==> src/rtl/mem_arbiter.sv <==
// Two-port (fetch/data) arbiter in front of a single-ported synchronous memory.
// One request in flight at a time: IDLE -> ACCESS (one memory strobe) -> RESP.
module mem_arbiter #(
  parameter int unsigned MEM_BYTES = 1024
) (
  input  logic        clk,
  input  logic        rst,

  input  logic        i_req_valid,
  output logic        i_req_ready,
  input  logic [31:0] i_req_addr,
  output logic        i_rsp_valid,
  input  logic        i_rsp_ready,
  output logic [31:0] i_rsp_rdata,
  output logic        i_rsp_err,

  input  logic        d_req_valid,
  output logic        d_req_ready,
  input  logic        d_req_we,
  input  logic [31:0] d_req_addr,
  input  logic [31:0] d_req_wdata,
  output logic        d_rsp_valid,
  input  logic        d_rsp_ready,
  output logic [31:0] d_rsp_rdata,
  output logic        d_rsp_err,

  output logic [31:0] mem_addr,
  output logic [31:0] mem_wdata,
  output logic        mem_wenable,
  output logic        mem_renable,
  input  logic [31:0] mem_rdata
);

  typedef enum logic [1:0] {
    IDLE   = 2'd0,
    ACCESS = 2'd1,
    RESP   = 2'd2
  } state_t;

  localparam logic [31:0] LAST_ADDR = 32'(MEM_BYTES - 32'd4);

  state_t      state, state_next;
  logic        last_grant;   // 1 = data was granted most recently
  logic        cap_id;       // 1 = data requester owns the transaction
  logic        cap_we;
  logic        cap_err;
  logic [31:0] cap_addr;
  logic [31:0] cap_wdata;
  logic        rsp_first;
  logic [31:0] rsp_rdata_q;

  logic        grant_i, grant_d, accept;
  logic [31:0] sel_addr;
  logic        sel_legal;
  logic        mem_access, in_resp, rsp_hs;
  logic [31:0] rsp_live, rsp_rdata;

  // NOTE: every signal written in always_comb gets a default first, so no path leaves it unassigned (no latch).
  always_comb begin
    grant_i = 1'b0;
    grant_d = 1'b0;
    // Ready is gated by rst so that every output is 0 while reset is held.
    if (rst && state == IDLE) begin
      if (i_req_valid && d_req_valid) begin
        grant_i = last_grant;
        grant_d = !last_grant;
      end else begin
        grant_i = i_req_valid;
        grant_d = d_req_valid;
      end
    end
  end

  assign i_req_ready = grant_i;
  assign d_req_ready = grant_d;
  assign accept      = grant_i | grant_d;
  assign sel_addr    = grant_d ? d_req_addr : i_req_addr;
  assign sel_legal   = (sel_addr[1:0] == 2'b00) && (sel_addr <= LAST_ADDR);
  assign in_resp     = (state == RESP);
  assign rsp_hs      = in_resp && (cap_id ? d_rsp_ready : i_rsp_ready);

  always_comb begin
    state_next = state;
    case (state)
      IDLE:    if (accept) state_next = ACCESS;
      ACCESS:  state_next = RESP;
      RESP:    if (rsp_hs) state_next = IDLE;
      default: state_next = IDLE;
    endcase
  end

  // NOTE: sequential state uses non-blocking assignments so all registers update together at the edge.
  always_ff @(posedge clk or negedge rst) begin
    if (!rst) begin
      state       <= IDLE;
      last_grant  <= 1'b1;
      cap_id      <= 1'b0;
      cap_we      <= 1'b0;
      cap_err     <= 1'b0;
      cap_addr    <= '0;
      cap_wdata   <= '0;
      rsp_first   <= 1'b0;
      rsp_rdata_q <= '0;
    end else begin
      state     <= state_next;
      rsp_first <= (state == ACCESS);
      if (accept) begin
        last_grant <= grant_d;
        cap_id     <= grant_d;
        cap_addr   <= sel_addr;
        cap_we     <= grant_d & d_req_we;
        cap_wdata  <= grant_d ? d_req_wdata : '0;
        cap_err    <= !sel_legal;
      end
      if (in_resp && rsp_first) rsp_rdata_q <= rsp_live;
    end
  end

  assign mem_access  = (state == ACCESS) && !cap_err;
  assign mem_addr    = mem_access ? cap_addr : '0;
  assign mem_wdata   = mem_access ? cap_wdata : '0;
  assign mem_wenable = mem_access && cap_we;
  assign mem_renable = mem_access && !cap_we;

  // The memory's output register only holds the read word from the first RESP
  // cycle on, so that cycle forwards it and the copy taken then is held afterwards.
  assign rsp_live  = (!cap_err && !cap_we) ? mem_rdata : '0;
  assign rsp_rdata = rsp_first ? rsp_live : rsp_rdata_q;

  assign i_rsp_valid = in_resp && !cap_id;
  assign i_rsp_rdata = i_rsp_valid ? rsp_rdata : '0;
  assign i_rsp_err   = i_rsp_valid && cap_err;
  assign d_rsp_valid = in_resp && cap_id;
  assign d_rsp_rdata = d_rsp_valid ? rsp_rdata : '0;
  assign d_rsp_err   = d_rsp_valid && cap_err;

endmodule

==> config.mk <==
export PLATFORM = sky130hd
export DESIGN_NAME = mem_arbiter
export DESIGN_NICKNAME = d
export VERILOG_FILES = /design/src/rtl/mem_arbiter.sv
export SDC_FILE = /design/constraint.sdc
export NUM_CORES = 1
export LEC_CHECK = 0
export ABC_CLOCK_PERIOD_IN_PS = 1900
export CAP_MARGIN = 20
export CORE_ASPECT_RATIO = 0.9
export CORE_MARGIN = 2
export CORE_UTILIZATION = 41
export DETAILED_ROUTE_END_ITERATION = 12
export PLACE_DENSITY_LB_ADDON = 0.05
export RECOVER_POWER = 25
export SLEW_MARGIN = 15
export SYNTH_ARGS = -nofsm -noshare
export SYNTH_HDL_FRONTEND = slang
export SYNTH_SLANG_ARGS = --single-unit
==> constraint.sdc <==
create_clock -name clk -period 1.9 [get_ports clk]
set_input_delay 0.38 -clock clk [delete_from_list [all_inputs] [get_ports clk]]
set_output_delay 0.38 -clock clk [all_outputs]
set_load 0.02 [all_outputs]
=== After elaboration in Yosys (flattened, before gate mapping) ===
Cells that the tools add are included.

* Bits in registers: 103
* Latch bits: 0
* Memory bits (writable): 0
* ROM bits: 0
* Output and inout port bits: 136
* Memories: 0

* Add/subtract/negate cells: 0
* $mul: 0
* Divide/modulo/power cells: 0
* $lt $le $gt $ge: 1
* Equal/unequal tests: 4
* Shift operators: 0
* Mux-type cells: 16
* Bitwise logic cells: 2
* Reductions and logical operators: 21

{| class="wikitable"
|+ Operator list
! kind !! count
|-
| 32-bit 2-to-1 mux || 8
|-
| 32-bit by 10-bit less-or-equal comparator with 1-bit output, second input constant || 1
|-
| 1-bit logical AND || 13
|-
| 2-bit case mux with 3 select lines || 1
|-
| 1-bit logical NOT || 5
|-
| 1-bit 2-to-1 mux || 5
|-
| 2-bit logical NOT || 2
|-
| 2-bit 2-to-1 mux || 2
|-
| 2-bit by 1-bit == test with 1-bit output, second input constant || 1
|-
| 2-bit == test, second input constant || 1
|-
| 2-bit by 1-bit != test with 1-bit output, second input constant || 1
|-
| 2-bit != test, second input constant || 1
|-
| 2-bit AND reduction || 1
|-
| 1-bit AND || 1
|-
| 1-bit bitwise OR || 1
|}

=== Logic depth before layout (Yosys ltp) ===
* Depth in word-level cells: 7
* Depth in mapped cells: 7
* Depth with buffers taken out: 5

=== Worst setup path after synthesis ===
No wires, ideal clock.

* Path type: register -> output
* Start: reg cap_err
* End: out i_rsp_rdata[10]
* Arrival time: 1500 ps
* Required time: 1520 ps
* Slack: 20 ps
* Stages on the path, launching flop included: 5
* Path buffers: 1
* Cell sequence: dfrtp_1 > nor2_1 > clkbuf_1 > a31oi_1 > nor2_1

* Word-level cells in the longest chain between the ends: 5

{| class="wikitable"
|+ Ends and longest elaborated chain
! what !! line !! text
|-
| from (decl) || 46 || <nowiki>logic cap_err;</nowiki>
|-
| from (signal assigned) || 113 || <nowiki>cap_err <= !sel_legal;</nowiki>
|-
| 1-bit logical NOT || 127 || <nowiki>assign rsp_live = (!cap_err && !cap_we) ? mem_rdata : '0;</nowiki>
|-
| 1-bit logical AND || 127 ||
|-
| 32-bit 2-to-1 mux || 127 ||
|-
| 32-bit 2-to-1 mux || 128 || <nowiki>assign rsp_rdata = rsp_first ? rsp_live : rsp_rdata_q;</nowiki>
|-
| 32-bit 2-to-1 mux || 131 || <nowiki>assign i_rsp_rdata = i_rsp_valid ? rsp_rdata : '0;</nowiki>
|-
| to (decl) || 14 || <nowiki>output logic [31:0] i_rsp_rdata,</nowiki>
|}

Every way passes these cells.

=== Worst setup path after layout ===
* Start: reg cap_err
* End: out mem_wdata[20]

* Word-level cells in the longest chain between the ends: 3

{| class="wikitable"
|+ Ends and longest elaborated chain
! what !! line !! text
|-
| 1-bit logical NOT || 119 || <nowiki>assign mem_access = (state == ACCESS) && !cap_err;</nowiki>
|-
| 1-bit logical AND || 119 ||
|-
| 32-bit 2-to-1 mux || 121 || <nowiki>assign mem_wdata = mem_access ? cap_wdata : '0;</nowiki>
|-
| to (decl) || 28 || <nowiki>output logic [31:0] mem_wdata,</nowiki>
|}

Every way passes these cells.

==> run metrics <==
status complete, but fails checks; failing checks setup timing; static leakage 4.34 nW; IO buf count 270; total vias in the final route 5946; core area 12800 um^2; Routed wire per std cell 17.8 um; Tmin final 2.09 ns; Routed WL 20.0 mm; pin count of the biggest net entering global routing 71; Peak Freq 0.478 GHz; vias per cell 5.29; initial antenna violation count 0; origin of the critical flop-to-flop path state[0]; Setup Skew 0.00961 ns; crit-path max FO 10; Place WS -0.545 ns; kind of critical path register to output port; n_diodes 0; I/O pin cnt 271; Critical Path RT 1.52 ns; post-synthesis register bit count 103; clk root buf clkbuf_16; Tot GR Track Use 23.8%; Die ar. 14100 um^2; hpwl dp 12.5 mm; Inst Count DP 1082; Worst setup EP type output port; Tcrit/Tclk final 110%; TritonCTS buffer count 9; ys flop type dfrtp_1; fin cells 1125; Starting Density 42.2%; leading area contributor after synthesis dfrtp_1; # clock sinks 103; ys async rst share 100%; H-tree Lvls 3; max-cap violation count 0; CTS max path bufs 2; worst r2r dst cap_addr[22]; Final nets 1092; GP Congestion 0.858; Site Rows 39; CP Data Arrival Time 1.71 ns; top cell type's share of synthesized area 47.3%; layout cells sized above 1 34.7%; die height 113 um; footprint of the multi-input gates 3140 um^2; top post-synthesis cells by count nand2_1, dfrtp_1, nor2_1; Final Setup Violations 132; worst-margin pin slew 0.918 ns; critical path startpoint category register; R2R cell count 8; 1st-iter DRT viols 509; Syn Nets 788; CTS Hold Buffers Added 0; Avg Cell Area, Syn 8.27 um^2; Area growth syn-to-layout 82.7%; Fin. Hold Viols 0; Seq/Total Area, Yosys 47.7%; hold slack 0.250 ns; Netlist cell types 31; clk slew on worst S/H paths 0.07 ns; first-pass GRT wire length 27.5 mm; count leader, synth nand2_1; DRT antenna net count 0; Final WS setup -0.192 ns; Final Power 9.95 mW; Die Wd 125 um; vias in the first global route 5354; Util after Layout 77.2%; Mapped Area 5400 um^2; Post-synth EDFFs 0; grt total ovfl 0; router iterations before antenna repair 7; largest cells by area after synthesis dfrtp_1, nand2_1, and2_1; worst reg2reg setup slack 0.06 ns; CTS tree done; sequential cell area 2580 um^2; HP Class input pin to asynchronous set/reset pin; VDD IR max 516 uV; power per cell area 1010 nW/um^2; fill count 868; Ys Warns 0; Mapped Cells 653; DRC violations left 0; max-slew violations 0; RSZ-0062 raised after global routing yes; worst relative slew slack 38.8%; Clk Latency, worst-skew pair 0.34 ns
-- metrics by stage --
step                setup TNS [ns]  instance area, um^2
floorplan                        0                 5400
global placement            -34.50                 8560
detailed placement          -38.21                 8560
CTS                         -20.13                 8770
global route                -22.23                 9870
finish                      -10.47                 9870
-- cells in the final DEF, fill, tap and decap left out, drive strengths merged, types with 2 or more instances in the layout --
| cell | count |
|---|---|
| buf | 194 |
| nand2 | 135 |
| clkdlybuf4s50 | 133 |
| dfrtp | 102 |
| nor2 | 101 |
| and2 | 65 |
| a31oi | 64 |
| a22o | 33 |
| o21ai | 33 |
| nor2b | 33 |
| clkbuf | 29 |
| nor4 | 8 |
| inv | 7 |
| nor3 | 3 |
| nand2b | 3 |
| or4 | 2 |
| nand4 | 2 |
| mux2i | 2 |
-- layout make-up --
cell class | instances | area share, %
inverter | 6 | 0.254
tap | 164 | 2.08
clock inverter | 4 | 0.558
timing repair buffer | 346 | 36.7
clock buffer | 11 | 2.46
sequential | 103 | 26.2
multi-input combinational | 491 | 31.8
-- power by group --
group          switching (mW)  internal [mW]  total [mW]
clock                   0.823           1.06        1.88
sequential              0.604           3.24        3.84
combinational            2.21           2.01        4.22
total                    3.63           6.31        9.95
-- critical path, cell delays in order (launching register included) --
cell	delay, ns
dfrtp_1	0.41
buf_4	0.18
nor2_4	0.10
buf_12	0.14
buf_8	0.12
buf_8	0.13
and2_1	0.16
buf_6	0.12
-- cells by family after synthesis --
kind of cell | share of synthesized area [%]
compound gates | 16.4
buf+inv | 4.98
flops | 47.7
mux | 0.371
simple gates | 30.5
-- what timing repair did --
item | 4_1_cts | 5_1_grt
gates resized for setup | 422 | 459
endpoints found under the setup margin | 169 | 169
buffers inserted | 0 | 15
gates cloned | 0 | 13
pin swaps | 0 | 89
-- state kept, by name, summed over array words and instances, names as in the netlist --
register	count
cap_addr	32
cap_err	1
cap_id	1
cap_wdata	32
cap_we	1
last_grant	1
rsp_first	1
rsp_rdata_q	32
state	2
-- worst max path at each step --
stage           startpoint  slack [ns]  cells past startpoint         endpoint
2_1_floorplan      cap_err        0.02                      4  i_rsp_rdata[10]
3_3_place_gp   d_req_valid       -0.40                      8     cap_addr[20]
3_5_place_dp   d_req_valid       -0.55                      8     cap_addr[20]
4_1_cts           state[0]       -0.19                      5      d_req_ready
5_1_grt           state[1]       -0.23                      7    mem_wdata[20]
6_report           cap_err       -0.19                      7    mem_wdata[20]
-- layer usage --
layer,part of all wire [%],vias to the layer above,global-route usage [%]
met3,5.8,29,4.35
met5,0,-,0
met2,51,248,39.5
li1,-,2796,-
met1,42,2873,32.4
met4,1.9,0,6.59
No activity file was read; power rests on OpenSTA's default activity.
